===== src/rtl/tag_ram_pkg.sv =====
// Shared types and constants for the tag RAM controller.
// FSM states, arbiter grant codes and the valid-bit position helper.
package tag_ram_pkg;

  typedef enum logic {
    ST_INIT = 1'b0,
    ST_RUN  = 1'b1
  } state_e;

  localparam logic [1:0] GNT_LK = 2'b01;
  localparam logic [1:0] GNT_UP = 2'b10;

  function automatic int valid_pos(input int dwidth);
    return dwidth - 1;
  endfunction

endpackage


===== src/rtl/tag_arb_rr.sv =====
// Two-requester round-robin arbiter: req[0] = lookup, req[1] = update.
// The last-grant pointer only moves when both requesters compete.
module tag_arb_rr
  import tag_ram_pkg::*;
(
  input  logic       clock,
  input  logic       reset,
  input  logic       en,
  input  logic [1:0] req,
  output logic [1:0] gnt
);

  logic last_up_q;
  logic last_up_d;

  always_comb begin
    gnt       = 2'b00;
    last_up_d = last_up_q;
    if (en) begin
      unique case (req)
        2'b11: begin
          gnt       = last_up_q ? GNT_LK : GNT_UP;
          last_up_d = ~last_up_q;
        end
        2'b01:   gnt = GNT_LK;
        2'b10:   gnt = GNT_UP;
        default: gnt = 2'b00;
      endcase
    end
  end

  // Starts as "update" so the first conflict favours lookup.
  always_ff @(posedge clock) begin
    if (reset) last_up_q <= 1'b1;
    else       last_up_q <= last_up_d;
  end

endmodule


===== src/rtl/tag_ram_ctrl.sv =====
// Tag RAM way controller: clear-on-reset, lookup/update sharing one port.
// Optional hit/miss counters when TAG_RAM_CTRL_STATS_EN is defined.
module tag_ram_ctrl
  import tag_ram_pkg::*;
#(
  parameter int AWIDTH = 3,
  parameter int DWIDTH = 14
) (
  input  logic              clock,
  input  logic              reset,
  input  logic              lk_valid,
  output logic              lk_ready,
  input  logic [AWIDTH-1:0] lk_index,
  input  logic [DWIDTH-2:0] lk_tag,
  output logic              rsp_valid,
  output logic              rsp_hit,
  output logic [AWIDTH-1:0] rsp_index,
  input  logic              up_valid,
  output logic              up_ready,
  input  logic [AWIDTH-1:0] up_index,
  input  logic [DWIDTH-2:0] up_tag,
  input  logic              up_inval,
  output logic              init_busy,
  output logic [AWIDTH-1:0] ram_addr,
  output logic [DWIDTH-1:0] ram_din,
  output logic              ram_we,
  input  logic [DWIDTH-1:0] ram_dout
`ifdef TAG_RAM_CTRL_STATS_EN
  ,
  output logic [15:0]       hit_count,
  output logic [15:0]       miss_count
`endif
);

  localparam int TWIDTH = DWIDTH - 1;
  localparam int VB     = valid_pos(DWIDTH);

  state_e state_q, state_d;
  logic [AWIDTH-1:0] cnt_q, cnt_d;
  logic [AWIDTH-1:0] addr_q;
  logic [1:0]        gnt;
  logic              run_en;

  logic              s1_v_q;
  logic [TWIDTH-1:0] s1_tag_q;
  logic [AWIDTH-1:0] s1_idx_q;
  logic              rsp_v_q, rsp_hit_q;
  logic [AWIDTH-1:0] rsp_idx_q;
  logic              hit_d;

  assign run_en = (state_q == ST_RUN) & ~reset;

  tag_arb_rr u_arb (
    .clock (clock),
    .reset (reset),
    .en    (run_en),
    .req   ({up_valid, lk_valid}),
    .gnt   (gnt)
  );

  assign lk_ready  = gnt[0];
  assign up_ready  = gnt[1];
  assign init_busy = (state_q == ST_INIT);

  always_comb begin
    state_d  = state_q;
    cnt_d    = cnt_q;
    ram_addr = addr_q;
    ram_din  = '0;
    ram_we   = 1'b0;
    unique case (state_q)
      ST_INIT: begin
        ram_we   = ~reset;
        ram_addr = cnt_q;
        cnt_d    = cnt_q + 1'b1;
        if (cnt_q == {AWIDTH{1'b1}}) state_d = ST_RUN;
      end
      ST_RUN: begin
        if (gnt == GNT_UP) begin
          ram_we   = 1'b1;
          ram_addr = up_index;
          ram_din  = {~up_inval, up_tag};
        end else if (gnt == GNT_LK) begin
          ram_addr = lk_index;
        end
      end
      default: state_d = ST_INIT;
    endcase
  end

  always_ff @(posedge clock) begin
    if (reset) begin
      state_q <= ST_INIT;
      cnt_q   <= '0;
      addr_q  <= '0;
    end else begin
      state_q <= state_d;
      cnt_q   <= cnt_d;
      addr_q  <= ram_addr;
    end
  end

  // ram_dout is valid the cycle after the grant that latched the address.
  assign hit_d = ram_dout[VB] & (ram_dout[TWIDTH-1:0] == s1_tag_q);

  always_ff @(posedge clock) begin
    if (reset) begin
      s1_v_q    <= 1'b0;
      s1_tag_q  <= '0;
      s1_idx_q  <= '0;
      rsp_v_q   <= 1'b0;
      rsp_hit_q <= 1'b0;
      rsp_idx_q <= '0;
    end else begin
      s1_v_q  <= lk_ready;
      rsp_v_q <= s1_v_q;
      if (lk_ready) begin
        s1_tag_q <= lk_tag;
        s1_idx_q <= lk_index;
      end
      if (s1_v_q) begin
        rsp_hit_q <= hit_d;
        rsp_idx_q <= s1_idx_q;
      end
    end
  end

  assign rsp_valid = rsp_v_q;
  assign rsp_hit   = rsp_hit_q;
  assign rsp_index = rsp_idx_q;

`ifdef TAG_RAM_CTRL_STATS_EN
  logic [15:0] hit_cnt_q, miss_cnt_q;

  always_ff @(posedge clock) begin
    if (reset) begin
      hit_cnt_q  <= '0;
      miss_cnt_q <= '0;
    end else if (rsp_v_q) begin
      if (rsp_hit_q && hit_cnt_q != 16'hFFFF)
        hit_cnt_q <= hit_cnt_q + 16'd1;
      else if (!rsp_hit_q && miss_cnt_q != 16'hFFFF)
        miss_cnt_q <= miss_cnt_q + 16'd1;
    end
  end

  assign hit_count  = hit_cnt_q;
  assign miss_count = miss_cnt_q;
`endif

endmodule

===== config.mk =====
export PLATFORM = sky130hd
export DESIGN_NAME = tag_ram_ctrl
export DESIGN_NICKNAME = d
export VERILOG_FILES = /design/src/rtl/tag_ram_pkg.sv /design/src/rtl/tag_arb_rr.sv /design/src/rtl/tag_ram_ctrl.sv
export SDC_FILE = /design/constraint.sdc
export NUM_CORES = 1
export LEC_CHECK = 0
export BUFFER_PORTS_ARGS = -buffer_cell sky130_fd_sc_hd__buf_2
export CAP_MARGIN = 20
export CORE_ASPECT_RATIO = 1.25
export CORE_MARGIN = 2
export CORE_UTILIZATION = 48
export DETAILED_ROUTE_END_ITERATION = 7
export PLACE_DENSITY = 0.89
export SETUP_SLACK_MARGIN = 0.05
export SYNTH_ARGS = -nofsm -noshare
export SYNTH_HDL_FRONTEND = slang
export SYNTH_HIERARCHICAL = 1
export SYNTH_SLANG_ARGS = --single-unit

===== constraint.sdc =====
create_clock -name clock -period 4.75 [get_ports clock]
set_clock_uncertainty 0.05 [all_clocks]
set_input_delay 0.475 -clock clock [delete_from_list [all_inputs] [get_ports clock]]
set_output_delay 0.475 -clock clock [all_outputs]
set_load 0.05 [all_outputs]

==> summary.txt, run 1 <==
Status: finished clean
Vias in the first global route: 1185
Post-CTS Setup Inserts: 0
Endpoints failing hold: 0
CTS tree: built
Sum of negative setup slack: 0 ps
Clk root buf: clkbuf_4
Fin crit period: 3434 ps
LEAKAGE: 0.9094 nW
Arr. time, crit path: 2910 ps
Fillers: 255
Worst-path fanout max: 15
CTS clock-pin slew for the worst setup and hold paths: 100 ps
Sw Ratio: 25.24%
Placer Congestion: 0.7095
Max clock buf depth: 2
Setup crit start kind: flip-flop
First-pass GRT wire length: 4.816 mm
R2r worst-path depth: 8
Area after DPL: 1869 um^2
Worst slew pin tran: 820.9 ps
Post-synth ARST share: 0%
Post-CTS Resized: 0
Reg-to-Reg End: addr_q[1]
CP required: 4220 ps
Hold Path Class: in2reg
Clk pwr share: 33.0%
Die extent in y: 66.61 um
Slew headroom: 45.27%
VDD IR max: 0.0002240 V
Number of distinct library cells after synthesis: 28
Pre-antenna DRT Iters: 2
DRC viols: 0
Port bufs: 76
WS Path Type: reg2out
WL/cell: 11.59 um
Net Switching: 120.1 uW
Slew Limit Fails: 0
Final Setup Violations: 0
Hold_sp: lk_tag[8]
Vias: 1282
Final worst slack: 1316 ps
Synth warnings: 6
Syn Std Cell Area: 1505 um^2
Logic pwr share: 12.6%
Boundary pin count: 77
Initial Util: 50.63%
Detail Placement HPWL: 2.424 mm
Cell Pwr Density: 246.7 nW/um^2
Core box area: 2973 um^2
# diodes: 0
Hold-fix buffers at CTS: 0
Commonest non-fill, non-tap cell in the layout: buf_2
Vias per inst: 4.856
Design Area, Final: 1929 um^2
Post-synthesis sequential area ratio: 39.90%
# rows: 22
Internal: 355.8 uW
Nets: 280
Area Overhead vs Synth: 28.18%
Most frequent cells in the layout: buf_2 (76), dfxtp_1 (30), mux2i_1 (28), nor2_1 (25)
Drt total wl: 3.061 mm
Worst-skew pair later-pin latency: 330 ps
Initial DRC Count: 3
Initial antenna violation count: 0
Worst setup EP type: output pin
Max_cap viols: 0
Slack of the worst reg-to-reg path: 2150 ps
Pre-CTS WS: 1515 ps
Syn_nets: 206
Fmax: 291.2 MHz
Routed Antenna Nets: 0
Seq pwr share: 54.4%
Fin crit share: 72.30%
RSZ-0062 raised after global routing: no
# H-tree levels: 2
Die area: 3603 um^2
Synth Instances: 153
Post-synth top flop: dfxtp_1
Worst R2R Start: state_q
Hold Path Sink: s1_tag_q[8]
Pin count of the biggest net entering global routing: 33
Syn Area/Cell: 9.838 um^2
EDFF count, synth: 0
Hold depth: 3
Grt ovf: 0
Layout cells sized above 1: 40.35%
FF+latch count, synth: 30
Die Wd: 54.09 um
CTS Sinks: 30
TritonCTS buffer count: 5
GRT Overall Usage: 18.74%
-- power by group through the flow --
stage	clock network, mW	logic [mW]	registers (mW)
final	0.157	0.0598	0.259
after detailed placement	0	0.0607	0.265
after global placement	0	0.0599	0.265
after global routing	0.173	0.0660	0.260
after floorplan	0	0.0333	0.264
after CTS	0.163	0.0609	0.259
-- cell type report --
| cell class | count | area, um^2 | area share [%] |
|---|---|---|---|
| flip-flops and latches | 30 | 600.6 | 31.13 |
| clock buffers | 7 | 55.05 | 2.853 |
| inverters | 3 | 13.76 | 0.7134 |
| clock inverters | 1 | 5.005 | 0.2594 |
| repair buffers | 77 | 387.9 | 20.10 |
| well taps | 36 | 45.04 | 2.335 |
| multi-input cells | 110 | 822.0 | 42.61 |
-- synth_stat cells, types with 2 or more instances --
cell type / instances / area (um^2)
dfxtp_1: 30 / 600.6
mux2i_1: 28 / 280.3
nor2_1: 25 / 93.84
and2_1: 13 / 81.33
xor2_1: 13 / 113.9
nand2_1: 6 / 22.52
buf_6: 4 / 45.04
a21oi_1: 3 / 15.01
clkbuf_1: 3 / 11.26
nor2b_1: 3 / 18.77
nor4_1: 3 / 18.77
ha_1: 2 / 25.02
inv_1: 2 / 7.510
mux2_4: 2 / 30.03
nand4_1: 2 / 12.51
nor2b_4: 2 / 27.53
-- kinds of logic after synthesis --
| group | count (synthesis) | share of synthesized area, % |
|---|---|---|
| buffers and inverters | 13 | 5.735 |
| DFF | 30 | 39.90 |
| and+or+nand+nor | 55 | 19.54 |
| muxes | 31 | 21.36 |
| xor gates and xnor gates | 14 | 8.146 |
| AOI/OAI and AO/OA | 8 | 3.658 |
| adders and majority gates | 2 | 1.662 |
-- flip-flops by register name, summed over array words and instances (netlist names) --
name and cells:
s1_idx_q 3, rsp_valid 1, u_arb/last_up_q 1, s1_tag_q 13, cnt_q 3, state_q 1
s1_v_q 1, addr_q 3, rsp_hit 1, rsp_index 3
-- worst max-delay path by stage --
| stage | start | end | slack [ps] | depth (start not counted) |
|---|---|---|---|---|
| floorplan | reset | ram_din[13] | 1260 | 7 |
| global placement | reset | ram_we | 1590 | 7 |
| detailed placement | reset | ram_we | 1510 | 7 |
| CTS | state_q | ram_we | 1280 | 7 |
| global route | state_q | ram_din[4] | 1020 | 7 |
| finish | state_q | ram_we | 1320 | 7 |
-- critical path, stage by stage, from the launching register on --
cell      delay, ps
dfxtp_1         620
inv_4            90
nor2_1          240
nand2_1          90
a21oi_1         600
nor3b_4         490
o21bai_1        170
buf_2           280
-- metrics by stage --
step                      instances  hold slack (ps)  total power, mW  utilization (%)
after detailed placement        256            430.5           0.3257            62.88
after floorplan                 153            410.1           0.2970                -
after global placement          256            408.0           0.3246            62.88
final                           264            326.9           0.4759            64.90
after global routing            264            322.8           0.4986            64.90
after CTS                       264            316.1           0.4829            64.90
-- routing by layer --
layer	track usage, %	routed length (um)	up-vias
met5	0	0	-
met4	8.438	17	0
met3	6.951	359	2
met2	33.08	1494	70
met1	18.96	1190	555
li1	-	-	655
Note: power is estimated with default switching activity, not from simulation.
==> run 2, diff against run 1 <==
--- a/config.mk
+++ b/config.mk
@@ -9,9 +9,9 @@
 export CAP_MARGIN = 20
 export CORE_ASPECT_RATIO = 1.25
 export CORE_MARGIN = 2
-export CORE_UTILIZATION = 48
+export CORE_UTILIZATION = 40
 export DETAILED_ROUTE_END_ITERATION = 7
-export PLACE_DENSITY = 0.89
+export PLACE_DENSITY = 0.8
 export SETUP_SLACK_MARGIN = 0.05
 export SYNTH_ARGS = -nofsm -noshare
 export SYNTH_HDL_FRONTEND = slang
==> constraint.sdc (replaced) <==
create_clock -name clock -period 3.1 [get_ports clock]
set_clock_uncertainty 0.05 [all_clocks]
set_input_delay 0.31 -clock clock [delete_from_list [all_inputs] [get_ports clock]]
set_output_delay 0.31 -clock clock [all_outputs]
set_load 0.05 [all_outputs]
==> summary.txt, run 2 (synthesized netlist as in run 1, its figures left out) <==
Post-CTS Setup Inserts: 0 (unchanged)
TritonCTS buffer count: 5 (unchanged)
Placer Congestion: 0.7075 (-0.28%)
CTS Sinks: 30 (unchanged)
RSZ-0062 raised after global routing: no
Endpoints failing hold: 0 (unchanged)
Final Power: 874.4 uW (+84%)
VDD IR max: 0.0004394 V (+96%)
CTS tree: built
First-pass GRT wire length: 4.954 mm (+2.9%)
R2r worst-path depth: 8 (unchanged)
Initial DRC Count: 29 (+26)
GRT Overall Usage: 15.38% (-3.4 points)
Clk root buf: clkbuf_8
Fin util: 56.39% (-8.5 points)
Failing checks: DRC
Worst-skew pair later-pin latency: 280 ps (-50 ps)
Hold Path Sink: s1_tag_q[4]
DRC viols: 8 (+8)
Worst setup EP type: output pin
WL/cell: 11.49 um (-0.90%)
Area after DPL: 1892 um^2 (+1.2%)
Hold-fix buffers at CTS: 0 (unchanged)
Setup crit start kind: flip-flop
Nets: 282 (+0.71%)
Most frequent cells in the layout: buf_2 (76), dfxtp_1 (30), mux2i_1 (28), nor2_1 (25)
Die Wd: 58.87 um (+8.8%)
Routed Antenna Nets: 0 (unchanged)
Vias in the first global route: 1194 (+0.76%)
Core box area: 3543 um^2 (+19%)
Vias: 1297 (+1.2%)
Design Area, Final: 1998 um^2 (+3.6%)
CP required: 2740 ps (-1480 ps)
Reg-to-Reg End: addr_q[1]
Post-Place Cells: 261 (+2.0%)
Final Setup Violations: 0 (unchanged)
Slew headroom: 66.40% (+21 points)
Hold depth: 3 (unchanged)
Slew Limit Fails: 0 (unchanged)
Boundary pin count: 77 (unchanged)
# H-tree levels: 2 (unchanged)
Initial antenna violation count: 0 (unchanged)
Fin crit share: 86.53%
Drt total wl: 3.091 mm (+0.98%)
Final worst slack: 417.6 ps (-898.1 ps)
Status: finished with violations
LEAKAGE: 0.9365 nW (+3.0%)
Worst hold margin: 214.6 ps (-112.3 ps)
Pre-antenna DRT Iters: 6 (+4)
Commonest non-fill, non-tap cell in the layout: buf_2
Area Overhead vs Synth: 32.75%
Grt ovf: 0 (unchanged)
Die extent in y: 72.59 um (+9.0%)
Die area: 4273 um^2 (+19%)
Max clock buf depth: 2 (unchanged)
# diodes: 0 (unchanged)
Arr. time, crit path: 2320 ps (-590 ps)
Fmax: 372.8 MHz
WS Path Type: reg2out
Pin count of the biggest net entering global routing: 32 (-3.0%)
Max_cap viols: 0 (unchanged)
Max reg flops: 13 (unchanged)
Fin cells: 269 (+1.9%)
Initial Util: 42.48% (-8.2 points)
Worst slew pin tran: 504.1 ps (-316.8 ps)
Post-CTS Resized: 0 (unchanged)
Worst R2R Start: state_q
Slack of the worst reg-to-reg path: 1050 ps (-1100 ps)
Pre-CTS WS: 714.2 ps (-800.6 ps)
Vias per inst: 4.822 (-0.71%)
# rows: 24 (+9.1%)
CTS clock-pin slew for the worst setup and hold paths: 70 ps (-30 ps)
Hold_sp: lk_tag[4]
Hold Path Class: in2reg
Most flop-heavy register: s1_tag_q
Detail Placement HPWL: 2.400 mm (-1.0%)
Sum of negative setup slack: 0 ps (unchanged)
Worst-path fanout max: 15 (unchanged)
Port bufs: 76 (unchanged)
Fin crit period: 2682 ps
Layout cells sized above 1: 40.87% (+0.52 points)
Cell Pwr Density: 437.6 nW/um^2 (+77%)
## run 2: power by group
group | switching [mW] | internal [mW]
logic | 0.0492 | 0.0448
registers | 0.00482 | 0.392
clock network | 0.143 | 0.240
## run 2: how the worst max path moves through the flow
| stage | startpoint | end | slack (ps) | depth (start not counted) |
|---|---|---|---|---|
| global route | state_q | ram_din[9] | 220 | 7 |
| floorplan | state_q | ram_addr[0] | 150 | 10 |
| global placement | state_q | ram_we | 800 | 7 |
| finish | state_q | ram_we | 420 | 7 |
| CTS | state_q | ram_we | 410 | 7 |
| detailed placement | state_q | ram_we | 710 | 7 |
## run 2: layer usage
layer	global-route usage, %	vias up	share of wire, %
li1	-	654	-
met1	15.73	574	40
met2	27.28	65	48
met3	6.383	4	11
met4	6.061	0	0.87
met5	0	-	0
## run 2: critical path, stage by stage (launching register included)
cell and delay, ps:
dfxtp_1 370, inv_4 60, nor2_1 220, nand2_1 100
a21oi_2 380, nor3b_4 460, o21bai_1 160, buf_2 280
## run 2: layout make-up
cell class,instances,area (um^2)
Clock inverter,1,30.03
Tap cell,39,48.80
Clock buffer,7,76.32
Inverter,3,13.76
Multi-Input combinational cell,110,825.8
Sequential cell,30,600.6
Timing Repair Buffer,79,402.9
Fill cell,330,1545
==> run 3, diff against run 2 <==
--- a/config.mk
+++ b/config.mk
@@ -5,13 +5,13 @@
 export SDC_FILE = /design/constraint.sdc
 export NUM_CORES = 1
 export LEC_CHECK = 0
-export BUFFER_PORTS_ARGS = -buffer_cell sky130_fd_sc_hd__buf_2
 export CAP_MARGIN = 20
 export CORE_ASPECT_RATIO = 1.25
 export CORE_MARGIN = 2
-export CORE_UTILIZATION = 40
+export CORE_UTILIZATION = 55
 export DETAILED_ROUTE_END_ITERATION = 7
-export PLACE_DENSITY = 0.8
+export DONT_BUFFER_PORTS = 1
+export PLACE_DENSITY = 0.72
 export SETUP_SLACK_MARGIN = 0.05
 export SYNTH_ARGS = -nofsm -noshare
 export SYNTH_HDL_FRONTEND = slang
==> summary.txt, run 3 (synthesized netlist as in run 1, its figures left out) <==
Boundary pin count: 77 (unchanged)
Slew Limit Fails: 0 (unchanged)
Hold depth: 1 (-2)
TritonCTS buffer count: 5 (unchanged)
Area after DPL: 1808 um^2 (-4.4%)
Multi-input gate area: 833.3 um^2 (+0.91%)
DRC viols: 0 (-8)
Pre-antenna DRT Iters: 4 (-2)
Layout cells sized above 1: 21.51% (-19 points)
# H-tree levels: 2 (unchanged)
# rows: 21 (-13%)
Die Wd: 50.79 um (-14%)
Initial antenna violation count: 0 (unchanged)
Clk root buf: clkbuf_4
Fin util: 73.27% (+17 points)
Fillers: 206 (-38%)
Nets: 224 (-21%)
WL/cell: 17.36 um (+51%)
Routed Antenna Nets: 0 (unchanged)
Drt total wl: 3.576 mm (+16%)
Die extent in y: 62.49 um (-14%)
Commonest non-fill, non-tap cell in the layout: dfxtp_1
CTS Sinks: 30 (unchanged)
Most frequent cells in the layout: dfxtp_1 (30), mux2i_1 (28), nor2_1 (25), buf_12 (14)
CP required: 2740 ps (about the same)
Hold_sp: reset
WS Path Type: reg2out
Max clock buf depth: 2 (unchanged)
Post-Place Cells: 196 (-25%)
Arr. time, crit path: 2490 ps (+170 ps)
Port bufs: 0 (-100%)
Detail Placement HPWL: 2.715 mm (+13%)
Worst slew pin tran: 521.7 ps (+17.67 ps)
Most flop-heavy register: s1_tag_q
GRT Overall Usage: 23.82% (+8.4 points)
Status: finished clean
CTS tree: built
Grt ovf: 0 (unchanged)
# diodes: 0 (unchanged)
CTS clock-pin slew for the worst setup and hold paths: 100 ps (+30 ps)
Fmax: 351.4 MHz (-5.7%)
Sum of negative setup slack: 0 ps (unchanged)
Slack of the worst reg-to-reg path: 870 ps (-180 ps)
Post-CTS Resized: 0 (unchanged)
Reg-to-Reg End: addr_q[1]
Post-CTS Setup Inserts: 0 (unchanged)
Pin count of the biggest net entering global routing: 29 (-9.4%)
Final Setup Violations: 0 (unchanged)
Initial Util: 56.72% (+14 points)
Setup crit start kind: flip-flop
Register area: 600.6 um^2 (unchanged)
Worst-skew pair later-pin latency: 330 ps (+50 ps)
Worst-path fanout max: 8 (-7)
Die area: 3174 um^2 (-26%)
Critical path startpoint: state_q
Design Area, Final: 1944 um^2 (-2.7%)
VDD IR max: 0.0004420 V (+0.57%)
LEAKAGE: 0.7463 nW (-20%)
RSZ-0062 raised after global routing: no
Final worst slack: 254.1 ps (-163.5 ps)
R2r worst-path depth: 8 (unchanged)
Max reg flops: 13 (unchanged)
Fin crit period: 2846 ps (+163.5 ps)
Worst setup EP type: output pin
Endpoints failing hold: 0 (unchanged)
Initial DRC Count: 16 (-45%)
Area Overhead vs Synth: 29.18%
Max_cap viols: 0 (unchanged)
Fin cells: 206 (-23%)
Vias in the first global route: 1226 (+2.7%)
Slew headroom: 65.17% (-1.2 points)
Fin crit share: 91.80% (+5.3 points)
Worst R2R Start: state_q
Hold Path Class: in2reg
Vias per inst: 5.602 (+16%)
Hold Path Sink: rsp_valid
Cell Pwr Density: 447.5 nW/um^2 (+2.3%)
Core box area: 2654 um^2 (-25%)
Placer Congestion: 0.7726 (+9.2%)
First-pass GRT wire length: 5.678 mm (+15%)
Pre-CTS WS: 664.3 ps (-49.91 ps)
Vias: 1154 (-11%)
[run 3: metal layers]
layer	track usage [%]	share of wire, %
met5	0	0
met1	20.88	34
met4	9.122	1.5
met3	8.373	8.7
met2	46.88	56
[run 3: metrics by stage]
stage                     hold slack (ps)  total power [mW]
after floorplan                     343.6            0.4551
after global placement              329.1            0.4590
after detailed placement            330.0            0.4618
after CTS                           8.455            0.8738
after global routing                12.67            0.8955
final                               15.57            0.8702
[run 3: repair_timing]
action                                  CTS  global route
hold endpoints to repair                 28             0
hold buffers                              1             0
endpoints found under the setup margin    0             0
[run 3: area by class of cell]
type | count | share of cell area, %
multi-input combinational | 110 | 42.86
timing repair buffer | 21 | 17.63
clock inverter | 2 | 3.089
tap | 34 | 2.188
clock buffer | 6 | 2.638
inverter | 3 | 0.7079
sequential | 30 | 30.89
[run 3: worst max-delay path, stage by stage (launching register included)]
cell	delay (ps)
dfxtp_1	390
inv_4	120
nor2_1	250
nand2_1	100
a21oi_2	380
mux2_2	390
o211ai_1	220
nand2_1	110
buf_4	200
[run 3: power by group]
part / internal (mW) / switching, mW / leakage [nW]
combinational: 0.0267 / 0.0386 / 0.445
sequential: 0.392 / 0.00519 / 0.243
clock: 0.273 / 0.135 / 0.0585
[run 3: how the worst max path moves through the flow]
stage | slack, ps | end | depth (start not counted)
after global placement | 780 | ram_we | 7
after detailed placement | 660 | ram_din[7] | 7
after CTS | 280 | ram_din[7] | 7
after floorplan | 150 | ram_addr[0] | 10
after global routing | 100 | ram_din[3] | 7
final | 250 | ram_addr[0] | 8
